### config.mk
export PLATFORM = sky130hd
export DESIGN_NAME = mips_multicycle_core
export DESIGN_NICKNAME = d
export VERILOG_FILES = /design/src/rtl/mips_mc_pkg.sv /design/src/rtl/mips_mc_regfile.sv /design/src/rtl/mips_multicycle_core.sv
export SDC_FILE = /design/constraint.sdc
export NUM_CORES = 2
export LEC_CHECK = 0
export ABC_AREA = 1
export BUFFER_PORTS_ARGS = -buffer_cell sky130_fd_sc_hd__buf_4
export CORE_MARGIN = 5
export CORE_UTILIZATION = 30
export CTS_BUF_LIST = sky130_fd_sc_hd__clkbuf_16
export CTS_CLUSTER_DIAMETER = 60
export DETAILED_ROUTE_END_ITERATION = 10
export PLACE_DENSITY = 0.43
export SKIP_CTS_REPAIR_TIMING = 1
export SYNTH_ARGS = -nofsm -noshare
export SYNTH_HDL_FRONTEND = slang
export SYNTH_SLANG_ARGS = --single-unit
export TNS_END_PERCENT = 10
### constraint.sdc
create_clock -name clk -period 4.7 [get_ports clk]
set_clock_uncertainty 0.05 [all_clocks]
set_input_delay 0.235 -clock clk [delete_from_list [all_inputs] [get_ports clk]]
set_output_delay 0.235 -clock clk [all_outputs]
set_load 0.005 [all_outputs]
### src/rtl/mips_mc_pkg.sv
// mips_mc_pkg: opcodes, FSM states and the shared ALU for mips_multicycle_core
package mips_mc_pkg;
  localparam logic [5:0] OP_RTYPE = 6'h00;
  localparam logic [5:0] OP_J     = 6'h02;
  localparam logic [5:0] OP_BEQ   = 6'h04;
  localparam logic [5:0] OP_ADDI  = 6'h08;
  localparam logic [5:0] OP_LW    = 6'h23;
  localparam logic [5:0] OP_SW    = 6'h2B;
  localparam logic [5:0] FN_ADD   = 6'h20;
  localparam logic [5:0] FN_SUB   = 6'h22;
  localparam logic [5:0] FN_AND   = 6'h24;
  localparam logic [5:0] FN_OR    = 6'h25;
  localparam logic [5:0] FN_SLT   = 6'h2A;
  typedef enum logic [2:0] {S_FETCH, S_DECODE, S_EXEC, S_MEM, S_WB, S_HALT} state_t;
  typedef enum logic [2:0] {ALU_ADD, ALU_SUB, ALU_AND, ALU_OR, ALU_SLT} alu_op_t;
  function automatic logic funct_ok(input logic [5:0] f);
    return f == FN_ADD || f == FN_SUB || f == FN_AND || f == FN_OR || f == FN_SLT;
  endfunction
  function automatic alu_op_t funct_alu(input logic [5:0] f);
    case (f)
      FN_SUB:  return ALU_SUB;
      FN_AND:  return ALU_AND;
      FN_OR:   return ALU_OR;
      FN_SLT:  return ALU_SLT;
      default: return ALU_ADD;
    endcase
  endfunction
  // Operands arrive sign-extended to 64 bits so slt is a correct signed compare at any XLEN
  function automatic logic [63:0] alu(input alu_op_t op, input logic [63:0] x, input logic [63:0] y);
    return op == ALU_SUB ? x - y :
           op == ALU_AND ? x & y :
           op == ALU_OR  ? x | y :
           op == ALU_SLT ? {63'd0, $signed(x) < $signed(y)} : x + y;
  endfunction
endpackage

### src/rtl/mips_mc_regfile.sv
// mips_mc_regfile: 32 x XLEN registers, two async read ports, one sync write port, $0 reads zero
module mips_mc_regfile #(
  parameter int XLEN = 32
) (
  input  logic            clk,
  input  logic            reset,
  input  logic [4:0]      ra1,
  input  logic [4:0]      ra2,
  input  logic            we,
  input  logic [4:0]      wa,
  input  logic [XLEN-1:0] wd,
  output logic [XLEN-1:0] rd1,
  output logic [XLEN-1:0] rd2
);
  logic [XLEN-1:0] regs [32];
  // Cleared asynchronously on reset; writes aimed at $0 are dropped
  always_ff @(posedge clk or negedge reset)
    if (!reset) for (int i = 0; i < 32; i++) regs[i] <= '0;
    else if (we && wa != 5'd0) regs[wa] <= wd;
  assign rd1 = ra1 == 5'd0 ? '0 : regs[ra1];
  assign rd2 = ra2 == 5'd0 ? '0 : regs[ra2];
endmodule

### src/rtl/mips_multicycle_core.sv
// mips_multicycle_core: multi-cycle MIPS subset core, one shared ALU, unified req/ready memory port.
// Define MIPS_JUMP_EN to make j (op 0x02) legal; otherwise it halts like any illegal opcode.
module mips_multicycle_core import mips_mc_pkg::*; #(
  parameter int              XLEN     = 32,
  parameter int              PC_W     = 16,
  parameter logic [PC_W-1:0] RESET_PC = '0
) (
  input  logic            clk,
  input  logic            reset,
  output logic            mem_req,
  output logic            mem_we,
  output logic [PC_W-1:0] mem_addr,
  output logic [XLEN-1:0] mem_wdata,
  input  logic [XLEN-1:0] mem_rdata,
  input  logic            mem_ready,
  output logic [PC_W-1:0] pc_out,
  output logic [31:0]     inst_out,
  output logic            retire,
  output logic            halted
);
`ifdef MIPS_JUMP_EN
  localparam bit JUMP_EN = 1'b1;
`else
  localparam bit JUMP_EN = 1'b0;
`endif
  state_t          state;
  logic [PC_W-1:0] pc;
  logic [31:0]     ir;
  logic [XLEN-1:0] a, b, alu_out, mdr, rd1, rd2, imm_ext, alu_res;
  logic [5:0]      op, funct;
  logic            legal, is_mem;
  logic [63:0]     pc_ext;
  logic [PC_W-1:0] jump_pc;
  alu_op_t         alu_op;
  assign op      = ir[31:26];
  assign funct   = ir[5:0];
  assign imm_ext = {{(XLEN-16){ir[15]}}, ir[15:0]};
  assign is_mem  = op == OP_LW || op == OP_SW;
  assign legal   = (op == OP_RTYPE && funct_ok(funct)) || is_mem || op == OP_BEQ ||
                   op == OP_ADDI || (JUMP_EN && op == OP_J);
  assign alu_op  = op == OP_RTYPE ? funct_alu(funct) : ALU_ADD;
  assign alu_res = XLEN'(alu(alu_op, 64'($signed(a)), 64'($signed(op == OP_RTYPE ? b : imm_ext))));
  assign pc_ext  = 64'(pc);
  assign jump_pc = PC_W'({pc_ext[63:26], ir[25:0]});
  assign mem_req   = reset && (state == S_FETCH || state == S_MEM);
  assign mem_we    = state == S_MEM && op == OP_SW;
  assign mem_addr  = state == S_MEM ? alu_out[PC_W-1:0] : pc;
  assign mem_wdata = b;
  assign pc_out    = pc;
  assign inst_out  = ir;
  mips_mc_regfile #(.XLEN(XLEN)) u_regfile (
    .clk   (clk),
    .reset (reset),
    .ra1   (ir[25:21]),
    .ra2   (ir[20:16]),
    .we    (state == S_WB),
    .wa    (op == OP_RTYPE ? ir[15:11] : ir[20:16]),
    .wd    (op == OP_LW ? mdr : alu_out),
    .rd1   (rd1),
    .rd2   (rd2)
  );
  // Instruction sequencer: FETCH -> DECODE -> EXEC -> [MEM] -> [WB], sticky HALT on illegal ops
  always_ff @(posedge clk or negedge reset)
    if (!reset) begin
      state   <= S_FETCH;
      pc      <= RESET_PC;
      ir      <= '0;
      a       <= '0;
      b       <= '0;
      alu_out <= '0;
      mdr     <= '0;
      retire  <= 1'b0;
      halted  <= 1'b0;
    end else begin
      retire <= 1'b0;
      case (state)
        S_FETCH:
          if (mem_ready) begin
            ir    <= 32'(mem_rdata);
            pc    <= pc + 1'b1;
            state <= S_DECODE;
          end
        S_DECODE: begin
          a       <= rd1;
          b       <= rd2;
          alu_out <= XLEN'(pc) + imm_ext;
          halted  <= !legal;
          state   <= legal ? S_EXEC : S_HALT;
        end
        S_EXEC:
          if (op == OP_BEQ || op == OP_J) begin
            pc     <= op == OP_J ? jump_pc : (a == b ? alu_out[PC_W-1:0] : pc);
            retire <= 1'b1;
            state  <= S_FETCH;
          end else begin
            alu_out <= alu_res;
            state   <= is_mem ? S_MEM : S_WB;
          end
        S_MEM:
          if (mem_ready) begin
            mdr    <= mem_rdata;
            retire <= op == OP_SW;
            state  <= op == OP_SW ? S_FETCH : S_WB;
          end
        S_WB: begin
          retire <= 1'b1;
          state  <= S_FETCH;
        end
        default: state <= S_HALT;
      endcase
    end
endmodule
==> impl_metrics.tcl <==
set metrics [dict create \
    drt_first_pass_iters 6 \
    utilization_pct 34.72 \
    hold_slack_ns 0.1863 \
    worst_setup_path_end_kind "register" \
    top_usage_layer "met2" \
    grt_pass1_vias 66190 \
    ir_drop_mv 0.5161 \
    portBuffers 134 \
    fp.coreArea_sq_um 232500 \
    layout_commonest_cell "nand2_1" \
    r2r.worst_path.cells 20 \
    hold_viol_final 0 \
    tightest_slew_ns 1.259 \
    cts_buffers 167 \
    power_switching_uw 33370 \
    die_y_um 493.1 \
    pwr-share-clk_pct 19.3 \
    p_int_uw 30870 \
    fin_nets 9644 \
    cts_max_level 4 \
    clk_root_buffer_cell "clkbuf_16" \
    wirelength_um 356200 \
    cts_buffer_depth 3 \
    p_comb_share_pct 53.9 \
    grt_pass1_wl_um 506800 \
    synth-main-ff-cell "dfrtp_1" \
    cts_tree "done" \
    setup_tns_ns 0 \
    syn_area_sq_um 70020 \
    drt_iter0_markers 8109 \
    drv_slew 0 \
    ys_seq_area_share_pct 43.06 \
    placementRows 177 \
    syn_area_per_cell_sq_um 7.239 \
    p_per_area_nw_per_um2 795.6 \
    track_usage_pct 28.49 \
    seq_power_share_pct 26.8 \
    arrival_ns 5.04 \
    outcome "finished clean" \
    drc 0 \
    final_cell_area_sq_um 80740 \
    die-width_um 493.1 \
    use_met3_pct 3.913 \
    final_cell_mix "nand2_1, o21ai_0, dfrtp_1" \
    switching_share_pct 51.94 \
    r2r_setup_slack_ns 0.36 \
    crit-reg2reg-launch "inst_out[30]" \
    period_share_pct 92.35 \
    start_util_pct 30.11 \
    synth-warning-count 0 \
    via_per_inst 5.547 \
    crit_path_end "alu_out[26]" \
    drv_cap 0 \
    fin_ws_ns 0.3595 \
    relSlewSlack_pct 14.28 \
    syn-num-nets 9836 \
    ys_seq_elements 1205 \
    p_leak_uw 0.03560 \
    yosysTopAreaCellShare_pct 43.06 \
    insertion_delay_ns 0.84 \
    finalSetupViolCount 0 \
    layout-drive-gt1-share_pct 8.012 \
    synth_edf_count 0 \
    r2r-end "alu_out[26]" \
    use_met2_pct 45.26 \
    io_pins 135 \
    worst-path-max-fanout 56 \
    antenna_found_initial 14 \
    wl_per_cell_um 28.14 \
    placed_area_sq_um 75110 \
    synth.area.top_cells "dfrtp_1, o21ai_0, nand2_1, a21oi_1, o21ai_1" \
    vias 70220 \
    dp_slack_ns 0.4396 \
    yosys.cell_types.count 51 \
    hpwlAfterDp_um 227300 \
    grtUsageMet1_pct 39.87 \
    syn-instance-count 9673 \
    grt_overflow_total 0 \
    finalCriticalPeriod_ns 4.340 \
    rsz0062_at_grt "no" \
    clock.fmax_mhz 230.4 \
    syn2layout_area_growth_pct 15.31 \
    yosysTopAreaCell "dfrtp_1" \
    place.gp.congestion 0.9771 \
    async_flop_share_pct 100.0 \
    fillerInstances 24770 \
    crit_type "register to register" \
    hold_class "input port to register" \
    startpoint "inst_out[30]" \
    cts.reportedPaths.clkPinSlew_ns 0.06 \
    postRouteAntennaNets 0 \
    dieArea_sq_um 243200 \
    grt_start_max_net_pins 170 \
    clock_sinks 1205 \
    critPathRequiredTime_ns 5.40 \
    startpoint_type "register" \
]
## flip-flops by register name (all words and copies together), names as in the netlist, 3 cells and up
name            cells
mem_wdata          32
mdr                32
pc_out             16
inst_out           32
a                  32
state               3
alu_out            32
u_regfile.regs   1024
## cell type report
cell class,count,area [sq um],area share (%)
Inverter,701,2650,3.282
Antenna cell,6,15.01,0.01860
Multi-Input combinational cell,6953,34450,42.67
Clock inverter,128,1001,1.240
Sequential cell,1205,30190,37.39
Tap cell,3043,3807,4.716
Clock buffer,170,4254,5.269
Timing Repair Buffer,453,4374,5.418
## worst max-delay path, stage by stage, from the launching register on
cell     delay, ns
dfrtp_1       0.41
nor2_2        0.17
nand3_2       0.13
buf_12        0.24
nand2_1       0.50
buf_4         0.27
o21ai_0       0.17
ha_1          0.50
a21oi_1       0.44
nor2_1        0.19
nor2_1        0.12
nand2_1       0.07
a21oi_1       0.28
nand2_1       0.09
nand2_1       0.07
nand3_1       0.07
nand2_1       0.08
nand2_1       0.05
nand2_1       0.09
nand2_1       0.07
a21oi_1       0.15
## logic make-up after synthesis
kind of cell | count (synthesis) | synth area share [%]
compound gates | 3383 | 26.05
simple gates | 3369 | 19.26
buf+inv | 1515 | 8.346
flops | 1205 | 43.06
fa+ha+maj | 128 | 2.319
xor+xnor | 46 | 0.5754
mux | 27 | 0.3877
## cells in the mapped netlist, types with 15 or more instances
library cell	n
nand2_1	2405
o21ai_0	1823
dfrtp_1	1205
inv_1	697
clkbuf_1	655
a21oi_1	566
o21ai_1	559
nor2_1	557
nand3_1	252
o211ai_1	170
ha_1	125
buf_2	123
a221oi_1	72
nand4_1	72
a32o_1	69
o22ai_1	58
buf_1	35
xnor2_1	28
mux2i_1	26
nor3_1	25
nand2_4	23
o21bai_1	19
xor2_1	18
or2_2	15
## worst min-delay path by stage
stage	depth (start not counted)	endpoint	slack, ns	from
2_1_floorplan	0	a[0]	-0.11	reset
3_3_place_gp	1	u_regfile.regs[846]	0.19	reset
3_5_place_dp	1	u_regfile.regs[846]	0.21	reset
4_1_cts	1	u_regfile.regs[846]	-0.71	reset
5_1_grt	4	inst_out[13]	0.19	mem_rdata[13]
6_report	4	inst_out[3]	0.19	mem_rdata[3]
## routing by layer
layer,share of wire [%],wire length [um]
met4,3.7,13230
met2,45,159900
met5,0.0067,24
met3,6.5,23160
met1,45,159900
## stage by stage
step                      total power (uW)  std cells
after floorplan                      35850       9673
after detailed placement             51450      12320
after global routing                 68260      12650
after CTS                            64090      12620
final                                64240      12660
after global placement               51460      12320
## power by group through the flow
stage	Combinational (uW)	Clock (uW)	Sequential, uW
2_1_floorplan	20100	0	15700
3_3_place_gp	34200	0	17300
3_5_place_dp	34100	0	17300
4_1_cts	34300	12600	17200
5_1_grt	37600	13100	17600
6_report	34600	12400	17200
No activity file was read; power rests on OpenSTA's default activity.
